File: src/rtl/sap_pkg.sv
// Shared definitions for the SAP-class accumulator core: opcode values,
// controller state encoding and a small decode helper.
// Optional build macro SAP_FLAGS_EN enables the C/Z flags and JC/JZ.
package sap_pkg;

  localparam logic [3:0] OP_LDA = 4'h0;
  localparam logic [3:0] OP_ADD = 4'h1;
  localparam logic [3:0] OP_SUB = 4'h2;
  localparam logic [3:0] OP_STA = 4'h3;
  localparam logic [3:0] OP_LDI = 4'h4;
  localparam logic [3:0] OP_JMP = 4'h5;
  localparam logic [3:0] OP_JC  = 4'h6;
  localparam logic [3:0] OP_JZ  = 4'h7;
  localparam logic [3:0] OP_OUT = 4'hE;
  localparam logic [3:0] OP_HLT = 4'hF;

  typedef enum logic [2:0] {
    IDLE = 3'd0,
    F0   = 3'd1,
    F1   = 3'd2,
    E0   = 3'd3,
    E1   = 3'd4,
    HALT = 3'd5
  } state_e;

  // Memory-operand instructions need a second execute cycle to use ram[MAR].
  function automatic logic needs_e1(input logic [3:0] op);
    return (op == OP_LDA) || (op == OP_ADD) || (op == OP_SUB) || (op == OP_STA);
  endfunction

endpackage

File: src/rtl/sap_ram.sv
// Unified program/data RAM: one synchronous write port, one asynchronous
// read port. Contents are intentionally not reset so a loaded program
// survives a core reset.
module sap_ram #(
  parameter int DW = 8,
  parameter int AW = 4
) (
  input  logic          clk,
  input  logic          we,
  input  logic [AW-1:0] waddr,
  input  logic [DW-1:0] wdata,
  input  logic [AW-1:0] raddr,
  output logic [DW-1:0] rdata
);

  logic [DW-1:0] mem_r [2**AW];

  // Synchronous write port.
  always_ff @(posedge clk) begin
    if (we) begin
      mem_r[waddr] <= wdata;
    end
  end

  assign rdata = mem_r[raddr];

endmodule

File: src/rtl/sap_core_param.sv
// Parametrised SAP-class accumulator CPU: controller FSM plus datapath
// (PC, MAR, IR, A, B, OUT register) around the unified RAM.
// Build macro SAP_FLAGS_EN: adds C/Z flags (updated by ADD/SUB) and the
// JC/JZ conditional jumps; without it opcodes 6/7 run as NOP.
module sap_core_param
  import sap_pkg::*;
#(
  parameter int DW = 8,
  parameter int AW = 4
) (
  input  logic          clk,
  input  logic          rst_n,
  input  logic          run,
  input  logic          prog_we,
  input  logic [AW-1:0] prog_addr,
  input  logic [DW-1:0] prog_wdata,
  output logic [DW-1:0] out_data,
  output logic          out_valid,
  output logic          busy,
  output logic          halted
);

  state_e        state_r, next_s;
  logic [AW-1:0] pc_r, mar_r;
  logic [DW-1:0] ir_r, a_r, b_r, out_data_r;
  logic          out_valid_r, busy_r, halted_r;

  logic [3:0]    op_s;
  logic [AW-1:0] opd_s;
  logic [DW-1:0] ram_rdata_s;
  logic          busy_s;
  logic          ram_we_s;
  logic [AW-1:0] ram_waddr_s;
  logic [DW-1:0] ram_wdata_s;
  logic [DW-1:0] add_s, sub_s;
`ifdef SAP_FLAGS_EN
  logic          c_r, z_r;
  logic          add_c_s;
`endif

  assign op_s   = ir_r[DW-1:DW-4];
  assign opd_s  = ir_r[AW-1:0];
  assign busy_s = (state_r == F0) || (state_r == F1) || (state_r == E0) || (state_r == E1);

  sap_ram #(.DW(DW), .AW(AW)) u_ram (
    .clk   (clk),
    .we    (ram_we_s),
    .waddr (ram_waddr_s),
    .wdata (ram_wdata_s),
    .raddr (mar_r),
    .rdata (ram_rdata_s)
  );

  // RAM write port mux: STA owns it in E1, the host only while idle/halted.
  always_comb begin
    ram_we_s    = 1'b0;
    ram_waddr_s = prog_addr;
    ram_wdata_s = prog_wdata;
    if ((state_r == E1) && (op_s == OP_STA)) begin
      ram_we_s    = 1'b1;
      ram_waddr_s = mar_r;
      ram_wdata_s = a_r;
    end else if (prog_we && !busy_s) begin
      ram_we_s    = 1'b1;
      ram_waddr_s = prog_addr;
      ram_wdata_s = prog_wdata;
    end else begin
      ram_we_s    = 1'b0;
    end
  end

  // ALU: modular add/subtract of A and the RAM operand.
  always_comb begin
    sub_s = a_r - ram_rdata_s;
`ifdef SAP_FLAGS_EN
    {add_c_s, add_s} = {1'b0, a_r} + {1'b0, ram_rdata_s};
`else
    add_s = a_r + ram_rdata_s;
`endif
  end

  // Controller next-state logic.
  always_comb begin
    next_s = state_r;
    case (state_r)
      IDLE:    if (run) next_s = F0; else next_s = IDLE;
      F0:      next_s = F1;
      F1:      next_s = E0;
      E0: begin
        if (op_s == OP_HLT) begin
          next_s = HALT;
        end else if (needs_e1(op_s)) begin
          next_s = E1;
        end else begin
          next_s = F0;
        end
      end
      E1:      next_s = F0;
      HALT:    if (run) next_s = F0; else next_s = HALT;
      default: next_s = IDLE;
    endcase
  end

  // Controller state register.
  always_ff @(posedge clk or negedge rst_n) begin
    if (!rst_n) begin
      state_r <= IDLE;
    end else begin
      state_r <= next_s;
    end
  end

  // Registered status outputs, decoded from the state being entered.
  always_ff @(posedge clk or negedge rst_n) begin
    if (!rst_n) begin
      busy_r   <= 1'b0;
      halted_r <= 1'b0;
    end else begin
      busy_r   <= (next_s == F0) || (next_s == F1) || (next_s == E0) || (next_s == E1);
      halted_r <= (next_s == HALT);
    end
  end

  // Datapath registers: fetch, execute and the OUT port.
  always_ff @(posedge clk or negedge rst_n) begin
    if (!rst_n) begin
      pc_r        <= {AW{1'b0}};
      mar_r       <= {AW{1'b0}};
      ir_r        <= {DW{1'b0}};
      a_r         <= {DW{1'b0}};
      b_r         <= {DW{1'b0}};
      out_data_r  <= {DW{1'b0}};
      out_valid_r <= 1'b0;
`ifdef SAP_FLAGS_EN
      c_r         <= 1'b0;
      z_r         <= 1'b0;
`endif
    end else begin
      out_valid_r <= 1'b0;
      case (state_r)
        IDLE, HALT: begin
          if (run) begin
            pc_r <= {AW{1'b0}};
            a_r  <= {DW{1'b0}};
            b_r  <= {DW{1'b0}};
`ifdef SAP_FLAGS_EN
            c_r  <= 1'b0;
            z_r  <= 1'b0;
`endif
          end
        end
        F0: mar_r <= pc_r;
        F1: begin
          ir_r <= ram_rdata_s;
          pc_r <= pc_r + {{(AW-1){1'b0}}, 1'b1};
        end
        E0: begin
          case (op_s)
            OP_LDA, OP_ADD, OP_SUB, OP_STA: mar_r <= opd_s;
            OP_LDI: a_r  <= {{(DW-AW){1'b0}}, opd_s};
            OP_JMP: pc_r <= opd_s;
            OP_OUT: begin
              out_data_r  <= a_r;
              out_valid_r <= 1'b1;
            end
`ifdef SAP_FLAGS_EN
            OP_JC:  if (c_r) pc_r <= opd_s;
            OP_JZ:  if (z_r) pc_r <= opd_s;
`endif
            default: ;
          endcase
        end
        E1: begin
          case (op_s)
            OP_LDA: a_r <= ram_rdata_s;
            OP_ADD: begin
              b_r <= ram_rdata_s;
              a_r <= add_s;
`ifdef SAP_FLAGS_EN
              c_r <= add_c_s;
              z_r <= (add_s == {DW{1'b0}});
`endif
            end
            OP_SUB: begin
              b_r <= ram_rdata_s;
              a_r <= sub_s;
`ifdef SAP_FLAGS_EN
              c_r <= (a_r >= ram_rdata_s);
              z_r <= (sub_s == {DW{1'b0}});
`endif
            end
            default: ;
          endcase
        end
        default: ;
      endcase
    end
  end

  assign out_data  = out_data_r;
  assign out_valid = out_valid_r;
  assign busy      = busy_r;
  assign halted    = halted_r;

endmodule

File: config.mk
export PLATFORM = sky130hd
export DESIGN_NAME = sap_core_param
export DESIGN_NICKNAME = d
export VERILOG_FILES = /design/src/rtl/sap_pkg.sv /design/src/rtl/sap_ram.sv /design/src/rtl/sap_core_param.sv
export SDC_FILE = /design/constraint.sdc
export NUM_CORES = 1
export LEC_CHECK = 0
export BUFFER_PORTS_ARGS = -buffer_cell sky130_fd_sc_hd__buf_2
export CORE_MARGIN = 4
export CORE_UTILIZATION = 56
export DETAILED_ROUTE_END_ITERATION = 8
export PLACE_DENSITY = 0.76
export RECOVER_POWER = 50
export SLEW_MARGIN = 20
export SYNTH_ARGS = -nofsm -noshare
export SYNTH_HDL_FRONTEND = slang
export SYNTH_SLANG_ARGS = --single-unit
File: constraint.sdc
create_clock -name clk -period 3.35 [get_ports clk]
set_input_delay 0.1675 -clock clk [delete_from_list [all_inputs] [get_ports clk]]
set_output_delay 0.1675 -clock clk [all_outputs]
set_load 0.1 [all_outputs]
; ---- Yosys cells after proc, flatten, opt, wreduce, memory -nomap -nowiden
; Memory sizes are Yosys's and may differ from the RTL's.
; Index checks and enable logic that the tools add are counted.
[classes]
n_eq_ne = 22
order_cmp = 0
n_mux = 22
n_reduce_logical = 23
bitwise_logic = 0
n_addsub = 3
n_mul = 0
n_div = 0
n_shift = 0
[op_table]
columns = cell, n
row1 = one-hot mux 8 bit (3 select lines), 2
row2 = two-way mux 8 bit, 3
row3 = one-hot mux 3 bit (6 select lines), 1
row4 = two-way mux 4 bit, 4
row5 = "equality test 3 x 2 -> 1 bit, second input constant", 4
row6 = "equality test 3 bit, second input constant", 4
row7 = one-hot mux 4 bit (3 select lines), 1
row8 = logical OR 1 bit, 9
row9 = two-way mux 3 bit, 3
row10 = adder 8 bit, 1
row11 = "equality test 4 x 2 -> 1 bit, second input constant", 2
row12 = "equality test 4 x 3 -> 1 bit, second input constant", 2
row13 = "equality test 4 bit, second input constant", 2
row14 = one-hot mux 4 bit (2 select lines), 1
row15 = subtractor 8 bit, 1
row16 = two-way mux 1 bit, 7
row17 = "equality test 3 x 1 -> 1 bit, second input constant", 2
row18 = "!= test 2 x 1 -> 1 bit, second input constant", 3
row19 = nonzero test 3 bit, 2
row20 = "adder 4 x 1 -> 4 bit, second input constant", 1
row21 = "equality test 4 x 1 -> 1 bit, second input constant", 1
row22 = zero test 4 bit, 1
row23 = "!= test 4 x 1 -> 1 bit, second input constant", 1
row24 = AND reduction 2 bit, 2
row25 = 9 further kinds, 10
[totals]
rom_bits = 0
register_bits = 38
word_cells = 80
ramBits = 128
input_bits = 16
output_inout_bits = 11
mem_count = 1
latch_bits = 0
[mem_list]
columns = name, depth, width, read_ports, rd_ports_with_merged_regs, write_ports, line_no
row1 = u_ram.mem_r, 16, 8, 1, 0, 1, sap_ram.sv:16  ; logic [DW-1:0] mem_r [2**AW];

; ---- Logic depth before layout (Yosys ltp)
[logic_depth]
ltp_word = 11
depth_mapped = 17
mapped_depth_nobuf = 15

; ---- Modules after synthesis
; A second synthesis with hierarchy kept.
[unflattened]
hier_cells = 459
hier_area_um2 = 7472.2
[modules_own_cells]
columns = mod, instances, area_each_um2, cells_each, seq_area_each_um2
row1 = sap_ram, 1, 4987.3, 221, 3843.7
row2 = sap_core_param, 1, 2484.9, 238, 950.9

; ---- Worst setup path before layout
; No wires, ideal clock.
[synth_timing]
path_type = reg-to-reg
startpoint = reg mar_r[0]
endpoint = reg a_r[6]
path_buffers = 2
setup_ps = 121
synth_period_minus_slack_ps = 3419
required_ps = 3229
arrival_ps = 3299
path_slack_ps = -69
path_stages_with_launch = 16
cell_sequence = dfrtp_1 > buf_6 > buf_12 > mux4_2 > a221oi_4 > ha_1 > nand2_1 > o21ai_0 > fa_1 > nor2b_1 > o21ai_0 > a21boi_0 > o21a_1 > o21a_1 > o31ai_1 > a22o_1
[synth_between]
elab_chain_cells = 4
word_cells_on_any_way = 5
cone_classes = 2 x add/sub / 2 x mux / 1 x memory
[synth_rtl]
columns = element, line_no
row1 = start: declaration, sap_core_param.sv:24  ; logic [AW-1:0] pc_r, mar_r;
row2 = start signal: assignment, sap_core_param.sv:128  ; mar_r <= {AW{1'b0}};
row3 = start signal: assignment, sap_core_param.sv:152  ; F0: mar_r <= pc_r;
row4 = start signal: assignment, sap_core_param.sv:159  ; OP_LDA, OP_ADD, OP_SUB, OP_STA: mar_r <= opd_s;
row5 = memory read (16 x 8 bit) (*), -
row6 = subtractor 8 bit or adder 8 bit (tied branches), "sap_core_param.sv:74, sap_core_param.sv:78"
row7 = one-hot mux 8 bit (3 select lines) (*), sap_core_param.sv:174  ; case (op_s)
row8 = one-hot mux 8 bit (3 select lines) (*), sap_core_param.sv:140  ; case (state_r)
row9 = end signal: assignment, sap_core_param.sv:144  ; a_r <= {DW{1'b0}};
row10 = end signal: assignment, sap_core_param.sv:175  ; OP_LDA: a_r <= ram_rdata_s;
row11 = end signal: assignment, sap_core_param.sv:178  ; a_r <= add_s;
row12 = end: declaration, sap_core_param.sv:25  ; logic [DW-1:0] ir_r, a_r, b_r, out_data_r;
; Every way passes the cells marked *; elsewhere a longest branch is shown, timed or not.
; A chain may end at the register's enable or synchronous reset.

; ---- Worst setup path in the final report
[layout_timing]
startpoint = reg mar_r[0]
endpoint = reg a_r[5]
; Same word-level chain as after synthesis.

==> flow_summary.yaml <==
layout:
  multiInputGateArea_mm2: 0.00252
  fillers: 853
  nets: 605
  diodes: 0
  drive_above_1_share_pct: 29.4
  stdcell_count: 763
  fin_util_pct: 69.3
  areaGrowthSynthToFinish_pct: 19.4
  final_common_cell: "edfxtp_1"
  seqCellArea_mm2: 0.00480
  mostFrequentLayoutCells: "edfxtp_1, nand2_1, buf_4"
timing:
  finalMaxSlewViolations: 39
  period_needed_ps: 3530
  finalHoldViolations: 0
  max_freq_mhz: 283
  skew_ps: 7.56
  fin_crit_sh_pct: 105
  worst_slew_pin_slew_ps: 2050
  tns_ps: -501
  rsz0062_at_grt: "true"
  holdWs_ps: 102
  setup_violations: 4
  fin_ws_ps: -182
  slew_headroom_pct: -36.7
drt:
  drtPass1Iterations: 4
  vias: 4577
  wl_met3_um: 952
  wl_per_cell_um: 21.9
  drc_errors: 0
  m1WireLength_um: 7070
  top_layer_used: "met4"
  route.met2.wl_um: 8470
  drt-total-wl_um: 16700
  vias_per_cell: 6.00
  drt_iter0_drc: 411
  postRouteAntennaNets: 0
synth:
  synthesis.area_mm2: 0.00742
  ys_seq_area_share_pct: 64.7
  ys_types: 57
  ys_warn_count: 0
  syn-num-nets: 521
  synth_ff_type: "edfxtp_1"
  synth_seq_cells: 166
  synth_edf_count: 128
  syn_avg_cell_area_um2: 15.0
  async_flop_share_pct: 22.9
  syn_inst: 495
die:
  rows: 41
  boundaryPins: 27
  die_w_um: 123
  dieArea_mm2: 0.0151
  core_area_mm2: 0.0128
  die_height_um: 123
  initial_utilization_pct: 58.1
clocking:
  h-tree-depth: 4
  cts_tree: "done"
  root_buffer: "clkbuf_16"
  clock_path_buffers: 2
  path_clk_slew_ps: 60
  cts_made_buffers: 17
  clkLatencyLatePin_ps: 430
  clock_sinks: 166
global_routing:
  grt_pass1_wl_um: 25700
  antenna_found_initial: 0
  grt_max_degree: 39
  grt_pass1_vias: 4523
  grt_util_all_layers_pct: 23.6
  overflow: 0
worst_setup_path:
  crit_type: "reg2reg"
  cp-start-kind: "flip-flop"
  cp.arrival_ps: 3850
  rr_startpoint: "mar_r[0]"
  required_ps: 3660
  cp-end-kind: "flip-flop"
  crit_start: "mar_r[0]"
  path_max_fanout: 5
placement:
  gp_congestion: 0.857
  portBuffers: 26
  dpl.cell_count: 722
  hpwl_um: 10800
power:
  p_per_area_mw_per_mm2: 922
  ir_drop_mv: 0.825
  cellLeakagePower_nw: 3.29
worst_hold_path:
  hp-class: "in2reg"
  min_from: "run"
flow_run:
  maxCapViolCount: 1
run_status:
  violations: "capacitance limit, slew limit, setup timing"
  run_status: "complete, but fails checks"
-- repair_timing --
item,4_1_cts,5_1_grt
hold buffers,1,0
gates resized for setup,10,22
endpoints found under the hold margin,38,0
setup buffers,3,5
cloned,0,1
setup endpoints to repair,5,5
pin swaps,9,18
-- per-stage QoR --
step                      worst slack, ps  cell area [um2]  total power [W]
final                                -182             8860          0.00817
after global routing                 -379             8860          0.00860
after CTS                           -92.9             8710          0.00781
after detailed placement             -168             8050          0.00573
after global placement               -114             8050          0.00567
after floorplan                      3.07             7420          0.00484
-- worst max-delay path, stage by stage, from the launching register on --
cell and delay, ps:
dfrtp_2 420, clkbuf_16 170, mux4_2 490, a22o_1 270, a221oi_4 280, ha_4 270, nand2_4 60, o21ai_4 70
inv_1 70, ha_1 230, nor2b_4 140, o211ai_1 250, nand3_1 140, a21oi_2 150, xor2_1 140, o21ai_1 90
a22o_1 170
-- area by class of cell --
class | count | share of cell area (%)
Clock buffer | 17 | 4.80
Clock inverter | 14 | 1.98
Inverter | 12 | 0.509
Multi-Input combinational cell | 294 | 28.5
Sequential cell | 166 | 54.2
Tap cell | 172 | 2.43
Timing Repair Buffer | 88 | 7.62
-- flip-flops by register name (all words and copies together) (netlist names) --
| name | cells |
|---|---|
| halted | 1 |
| out_valid | 1 |
| mar_r | 4 |
| busy | 1 |
| state_r | 3 |
| out_data | 8 |
| ir_r | 8 |
| u_ram.mem_r | 128 |
| a_r | 8 |
| pc_r | 4 |
-- cell families (layout without fill, tap and decap cells) --
kind of cell,after synthesis,after routing,share of synthesized area (%)
buffers and inverters,35,131,2.82
and+or+nand+nor,132,132,8.20
adders and majority gates,10,10,1.79
xor gates and xnor gates,12,12,1.52
AOI/OAI and AO/OA,94,94,8.99
DFF,166,166,64.7
muxes,46,46,12.0
-- layer usage --
layer / global-route usage, % / vias up
met5: 0 / -
met4: 6.51 / 0
met3: 6.72 / 21
met2: 37.6 / 176
met1: 32.4 / 2314
li1: - / 2066
-- cells in the mapped netlist (all sizes together) (2+ instances only) --
cell type | number | area share [%]
dfrtp | 38 | 13
inv | 12 | 0.61
nor3 | 4 | 0.27
nand4 | 2 | 0.17
mux2i | 7 | 0.94
buf | 11 | 1.6
and3 | 3 | 0.25
edfxtp | 128 | 52
a21boi | 2 | 0.20
mux4 | 32 | 10
o21a | 2 | 0.20
a22o | 7 | 0.83
nor2b | 8 | 0.67
and2 | 2 | 0.17
xnor2 | 6 | 0.81
xor2 | 6 | 0.71
ha | 9 | 1.5
a22oi | 11 | 1.5
nand2 | 64 | 3.4
nand3 | 5 | 0.34
nor3b | 3 | 0.30
nor2 | 31 | 1.7
a21oi | 15 | 1.0
o21ai | 35 | 2.4
a31oi | 5 | 0.42
a221oi | 6 | 1.2
mux2 | 7 | 1.1
nand2b | 4 | 0.34
clkbuf | 12 | 0.61
a32oi | 2 | 0.24
o22a | 2 | 0.24
o31ai | 4 | 0.47
-- report_power, final --
part           switching [W]  total [W]  internal (W)
Combinational        0.00191    0.00351       0.00160
Clock               0.000819    0.00200       0.00118
Sequential          0.000218    0.00266       0.00244
-- path summary, 6_finish.rpt --
path | endpoint | slack, ps | cells after the start
setup / recovery | a_r[5] | -180 | 16
hold / removal | halted | 100 | 3
setup reg to reg | a_r[5] | -180 | 16
hold reg to reg | out_data[7] | 470 | 2
max in group asynchronous | mar_r[0] | 1150 | 2
min in group asynchronous | busy | 870 | 2
No activity file was read; power rests on OpenSTA's default activity.
